File: src/rtl/plot_queue.sv
// Buffers processor plot requests and drains them, in order, into the 160x120x3 framebuffer write port; also runs full-screen clears.
// Latency: plot to fb_we is two edges with an empty FIFO; fb_ready low stalls drain/clear without losing state; plots into a full FIFO are dropped.
module plot_queue #(
    parameter int SCR_W = 160,
    parameter int SCR_H = 120,
    parameter int DEPTH = 16,
    parameter int AW    = 4
) (
    input  logic        clk,
    input  logic        reset,
    input  logic [7:0]  x,
    input  logic [7:0]  y,
    input  logic [2:0]  color_draw,
    input  logic        plot,
    input  logic        clear,
    input  logic [2:0]  clear_color,
    input  logic        fb_ready,
    output logic [14:0] fb_addr,
    output logic [2:0]  fb_data,
    output logic        fb_we,
    output logic        full,
    output logic        busy,
    output logic        overflow,
    output logic [7:0]  drop_count
);

    typedef enum logic {IDLE, CLEAR} state_t;

    localparam logic [14:0] LAST_PIX = 15'(SCR_W * SCR_H - 1);

    state_t      state, state_nxt;
    logic [17:0] mem [DEPTH];
    logic [AW-1:0] wptr, rptr;
    logic [AW:0]   count;
    logic          clear_pending;
    logic [2:0]    clear_col_q;
    logic [14:0]   counter;

    logic        empty;
    logic        in_range;
    logic [14:0] push_addr;
    logic        do_push, do_pop, do_drop, clear_go, clear_step;

    assign empty    = (count == '0);
    assign full     = (count == (AW+1)'(DEPTH));
    assign in_range = ({1'b0, x} < 9'(SCR_W)) && ({1'b0, y} < 9'(SCR_H));

    // y*160 as two shifts keeps the multiply out of the push path
    assign push_addr = ({7'd0, y} << 7) + ({7'd0, y} << 5) + {7'd0, x};

    assign do_push    = plot && in_range && !full;
    assign do_drop    = plot && (!in_range || full);
    assign do_pop     = (state == IDLE) && !empty && fb_ready;
    assign clear_go   = (state == IDLE) && clear_pending && empty;
    assign clear_step = (state == CLEAR) && fb_ready;

    assign busy = !empty || clear_pending || (state != IDLE);

    always_comb begin
        state_nxt = state;
        case (state)
            IDLE:    if (clear_go) state_nxt = CLEAR;
            CLEAR:   if (clear_step && counter == LAST_PIX) state_nxt = IDLE;
            default: state_nxt = IDLE;
        endcase
    end

    always_ff @(posedge clk) begin
        if (do_push) mem[wptr] <= {push_addr, color_draw};
    end

    always_ff @(posedge clk) begin
        if (reset) begin
            state         <= IDLE;
            wptr          <= '0;
            rptr          <= '0;
            count         <= '0;
            clear_pending <= 1'b0;
            clear_col_q   <= '0;
            counter       <= '0;
            fb_addr       <= '0;
            fb_data       <= '0;
            fb_we         <= 1'b0;
            overflow      <= 1'b0;
            drop_count    <= '0;
        end else begin
            state <= state_nxt;

            if (do_push) wptr <= wptr + AW'(1);
            if (do_pop)  rptr <= rptr + AW'(1);
            case ({do_push, do_pop})
                2'b10:   count <= count + (AW+1)'(1);
                2'b01:   count <= count - (AW+1)'(1);
                default: count <= count;
            endcase

            // a clear request only registers when nothing else is queued up for clearing
            if (clear_go) begin
                clear_pending <= 1'b0;
            end else if (clear && !clear_pending && state == IDLE) begin
                clear_pending <= 1'b1;
                clear_col_q   <= clear_color;
            end

            if (clear_go)        counter <= '0;
            else if (clear_step) counter <= counter + 15'd1;

            fb_we <= 1'b0;
            if (do_pop) begin
                fb_addr <= mem[rptr][17:3];
                fb_data <= mem[rptr][2:0];
                fb_we   <= 1'b1;
            end else if (clear_step) begin
                fb_addr <= counter;
                fb_data <= clear_col_q;
                fb_we   <= 1'b1;
            end

            if (plot && in_range && full) overflow <= 1'b1;
            if (do_drop && drop_count != 8'hFF) drop_count <= drop_count + 8'd1;
        end
    end

endmodule
File: config.mk
export PLATFORM = sky130hd
export DESIGN_NAME = plot_queue
export DESIGN_NICKNAME = d
export VERILOG_FILES = /design/src/rtl/plot_queue.sv
export SDC_FILE = /design/constraint.sdc
export NUM_CORES = 1
export LEC_CHECK = 0
export BUFFER_PORTS_ARGS = -buffer_cell sky130_fd_sc_hd__buf_2
export CAP_MARGIN = 20
export CORE_MARGIN = 2
export CORE_UTILIZATION = 30
export DETAILED_ROUTE_END_ITERATION = 8
export PLACE_DENSITY_LB_ADDON = 0.08
export SETUP_SLACK_MARGIN = 0.4
export SLEW_MARGIN = 40
export SYNTH_ARGS = -nofsm -noshare
export SYNTH_HDL_FRONTEND = slang
export SYNTH_SLANG_ARGS = --single-unit
File: constraint.sdc
create_clock -name clk -period 2.85 [get_ports clk]
set_input_delay 0.1425 -clock clk [delete_from_list [all_inputs] [get_ports clk]]
set_output_delay 0.1425 -clock clk [all_outputs]
set_load 0.02 [all_outputs]
Yosys cells after proc, flatten, opt, wreduce, memory -nomap -nowiden --
Memory sizes are Yosys's and may differ from the RTL's. A register that Yosys moved wholly into a read port is not among the register bits. Index checks and enable logic that the tools add are counted.
Cells by class: equal/unequal tests 5, reduce and logical (&&, ||, !) cells 26, mux-type cells 14, $add $sub $neg 8, order comparisons 2, bitwise gates (word level) 2
Operators with widths (count):
- $mux W15 | 2
- $add A15 B1 Y15 const B | 1
- $add A15 B13 Y15 | 1
- $add A15 B8 Y15 | 1
- $eq A15 B15 Y1 const B | 1
- $logic_and A1 B1 Y1 | 14
- $pmux W5 S2 | 1
- $add A4 B1 Y4 const B | 2
- $add A8 B1 Y8 const B | 1
- $lt A8 B7 Y1 const B | 1
- $lt A8 B8 Y1 const B | 1
- $mux W4 | 2
- $ne A8 B8 Y1 const B | 1
- $mux W1 | 6
- $mux W3 | 2
- $add A5 B1 Y5 const B | 1
- $eq A5 B5 Y1 const B | 1
- $logic_not A5 Y1 | 1
- $sub A5 B1 Y5 const B | 1
- $logic_not A1 Y1 | 4
- $reduce_bool A2 Y1 | 2
- $logic_or A1 B1 Y1 | 3
- $eq A2 B1 Y1 const B | 1
- $eq A2 B2 Y1 const B | 1
- other kinds (4) | 5
Word-level totals: logic and storage cells 70, bits of input ports 27, output and inout port bits 30, memories 1, flip-flop bits (word level) 61, memory bits (writable) 288
Memory list:
- mem | words 16, bits a word 18, rd ports 1, clocked after Yosys merged registers in 1, write ports 1, RTL line 32 | logic [17:0] mem [DEPTH];

Depth between registers and ports, before layout --
depth in word-level cells 6, mapped depth 13, mapped depth without buffers 11

Least setup slack after synthesis --
OpenSTA, ideal clock, no wires.
kind register to register, start reg count[2], end mem mem[3][0] (enable), data required time 2.434 ns, setup time 0.416 ns, cell stages (with the launch flop) 5, buffers on the path 0, clock period less this slack 2.940 ns, setup slack -0.090 ns, arrival 2.525 ns, cells stage by stage dfxtp_1 > nor4_4 > a2111oi_4 > nand2_1 > nor3_1
Between the ends: word-level cells in the longest chain between the ends 5
Ends and longest elaborated chain:
- from (decl) | RTL line 34 | logic [AW:0] count;
- from (signal assigned) | RTL line 92 | 2'b10: count <= count + (AW+1)'(1);
- from (signal assigned) | RTL line 93 | 2'b01: count <= count - (AW+1)'(1);
- from (signal assigned) | RTL line 94 | default: count <= count;
- $eq A5 B5 Y1 | RTL line 45 | assign full = (count == (AW+1)'(DEPTH));
- $logic_not A1 Y1 | RTL line 51 | assign do_push = plot && in_range && !full;
- $logic_and A1 B1 Y1 | RTL line 51
- $mux W1 | RTL line 69 | if (do_push) mem[wptr] <= {push_addr, color_draw};
- $mux W1 (not written as such) | RTL line 69
- to (decl) | RTL line 32
No other way between the ends.

Worst setup path after layout --
start reg count[1], end reg count[4]
Between the ends: word-level cells in the longest chain between the ends 6, elaborated cells on any way between the ends 13, classes of those cells 2 x add/sub; 3 x eq/ne; 1 x mux; 7 x reduce/logical
Ends and longest elaborated chain:
- $logic_not A5 Y1 | RTL line 44 | assign empty = (count == '0);
- $logic_not A1 Y1 | RTL line 53 | assign do_pop = (state == IDLE) && !empty && fb_ready;
- $logic_and A1 B1 Y1 (2 in a row) | RTL line 53
- $eq A2 B1 Y1 / $eq A2 B2 Y1 (equally long branches) | RTL line 91 | case ({do_push, do_pop})
- $pmux W5 S2 / $reduce_bool A2 Y1 (equally long branches)
Several ways; a longest one is shown, not always the timed one. A chain may end at the register's enable or synchronous reset.

==> flow_metrics.env <==
export IMPL_rsz0062_at_grt="true"
export IMPL_hold_slack_ps=40.7
export IMPL_dp_slack_ps=65.7
export IMPL_status="complete, no violations"
export IMPL_die_area_mm2=0.0495
export IMPL_routed_wl_um=35400
export IMPL_worstSetupPathType="flop to flop"
export IMPL_layout_drive_gt1_share_pct=29.2
export IMPL_drv_cap=0
export IMPL_powerDensity_mw_per_mm2=767
export IMPL_crit_arrival_ps=2940
export IMPL_vias=7659
export IMPL_start_util_pct=30.2
export IMPL_fin_nets=1027
export IMPL_hold_class="primary input to flop"
export IMPL_die_w_um=223
export IMPL_core_mm2=0.0474
export IMPL_synthTopCellsByCount="edfxtp_1, nor2_1, mux4_2"
export IMPL_cts_buffer_depth=3
export IMPL_grt_pass1_wl_um=52700
export IMPL_yosysUniqueCellTypes=52
export IMPL_track_usage_pct=14.5
export IMPL_skew_ps=21.5
export IMPL_synth_most_common_cell="edfxtp_1"
export IMPL_drtIter0Drc=554
export IMPL_avgViaCountPerCell=4.73
export IMPL_gp_congestion=0.710
export IMPL_fin_ws_ps=355
export IMPL_synth_top_cell_area_share_pct=60.3
export IMPL_synth_fp_nets=888
export IMPL_io_pins=57
export IMPL_die_h_um=223
export IMPL_synth_edff_count=288
export IMPL_drtAntennaViolNets=0
export IMPL_cts_tree="built"
export IMPL_cp_end_kind="flop"
export IMPL_path_max_fanout=5
export IMPL_areaGrowthSynthToFinish_pct=21.2
export IMPL_synth_flop_cell="edfxtp_1"
export IMPL_cts_buffers=41
export IMPL_worst_pin_slew_ps=720
export IMPL_synthArstFlopShare_pct=0
export IMPL_fmax_mhz=401
export IMPL_finalCritPeriodShare_pct=87.6
export IMPL_n_antenna_cell=0
export IMPL_hold_viol=0
export IMPL_syn_cell_area_mm2=0.0143
export IMPL_startpoint_type="flop"
export IMPL_peakVddDrop_mv=0.362
export IMPL_h_tree_depth=2
export IMPL_synth_top_cells_by_area="edfxtp_1, mux4_2, dfxtp_1"
export IMPL_antenna_found_initial=0
export IMPL_port_buffers=56
export IMPL_dp_hpwl_um=21500
export IMPL_ys_seq_area_share_pct=69.4
export IMPL_synthesis_instances=833
export IMPL_slew_headroom_pct=51.9
export IMPL_setup_viol=0
export IMPL_crit_required_ps=3290
export IMPL_fin_area_mm2=0.0174
export IMPL_grt_max_degree=35
export IMPL_slew_viol_final=0
export IMPL_r2r_slack_ps=350
export IMPL_synth_warnings=0
export IMPL_path_clk_slew_ps=60
export IMPL_period_needed_ps=2500
export IMPL_dr_pass1_iters=4
export IMPL_synth_avg_cell_area_um2=17.2
export IMPL_rows=80
export IMPL_grt_overflow=0
export IMPL_insertion_delay_ps=570
export IMPL_p_leak_nw=5.75
export IMPL_place_area_mm2=0.0159
export IMPL_yosysTopAreaCell="edfxtp_1"
export IMPL_detail_route_wl_per_cell_um=21.9
export IMPL_drc=0
export IMPL_grt_pass1_vias=7890
export IMPL_cts_root_buf="clkbuf_16"
export IMPL_cts_sinks=353
export IMPL_synth_seq_cells=353
## area by class of cell
type                       instances  area [um^2]
fill                            4468        30100
sequential                       353         9970
multi-input combinational        427         4290
clock buffer                      50         1060
timing repair buffer             135         1050
tap                              615          769
clock inverter                    24          181
inverter                          14         52.6
## final timing paths
path              startpoint              to  depth (start not counted)
setup / recovery    count[1]        count[4]                         11
hold / removal         reset  clear_col_q[2]                          2
setup reg to reg    count[1]        count[4]                         11
hold reg to reg     overflow        overflow                          2
## critical path, cell delays in order, from the launching register on
cell	delay (ps)
dfxtp_4	350
nor4_4	370
buf_6	180
a21oi_4	60
ha_4	190
xor2_1	140
ha_2	190
a211o_1	220
nand2_1	60
nand3b_1	70
a31oi_1	200
mux2_2	350
## registers in the layout (all words and copies together) (netlist names), named ones only
signal and count:
mem 288, counter 15, fb_addr 15, drop_count 8, count 5, rptr 4
wptr 4, clear_col_q 3, fb_data 3, clear_pending 1, fb_we 1, overflow 1
state 1
## placed cells by master, fill, tap and decap left out, drive strengths merged, types with 20 or more instances in the layout
master / n
buf: 120
nor4: 20
ha: 26
dfxtp: 65
nand2: 23
nor2: 94
edfxtp: 288
xnor2: 20
clkbuf: 50
mux4: 72
mux2i: 42
## cells by family after synthesis
group	count (synthesis)	synth area share, %
xor+xnor	37	2.26
flops	353	69.4
fa+ha+maj	28	2.55
buf+inv	53	1.72
compound gates	55	2.94
mux	115	14.3
simple gates	192	6.79
## per-stage QoR
stage,TNS [ps],cells,util (%),power [mW]
after detailed placement,0,1518,33.4,8.42
final,0,1618,36.6,13.3
after floorplan,0,833,-,7.60
after global placement,-7710,1518,33.4,8.40
after global routing,0,1618,36.6,13.9
after CTS,0,1607,36.4,13.5
## what timing repair did
action	in CTS	in global routing
resized for setup	2	6
gates cloned	0	0
hold endpoints to repair	133	0
buffers inserted	0	11
pin swaps	0	6
hold buffers	15	0
endpoints found under the setup margin	10	5
## report_power, final
part	total, mW	leakage [nW]	switching [mW]	internal (mW)
Sequential	6.07	3.12	0.145	5.93
Clock	4.94	0.599	2.10	2.83
Combinational	2.32	2.02	1.41	0.911
Total	13.3	5.75	3.65	9.67
## per-layer routing
| metal | share of wire [%] | track usage [%] | wire length, um | vias to the layer above |
|---|---|---|---|---|
| met5 | 0 | 0 | 0 | - |
| met4 | 1.6 | 3.64 | 580 | 0 |
| li1 | - | - | - | 3545 |
| met3 | 4.7 | 2.94 | 1670 | 46 |
| met2 | 46 | 23.3 | 16500 | 117 |
| met1 | 47 | 20.2 | 16700 | 3951 |
Note: power is estimated with default switching activity, not from simulation.
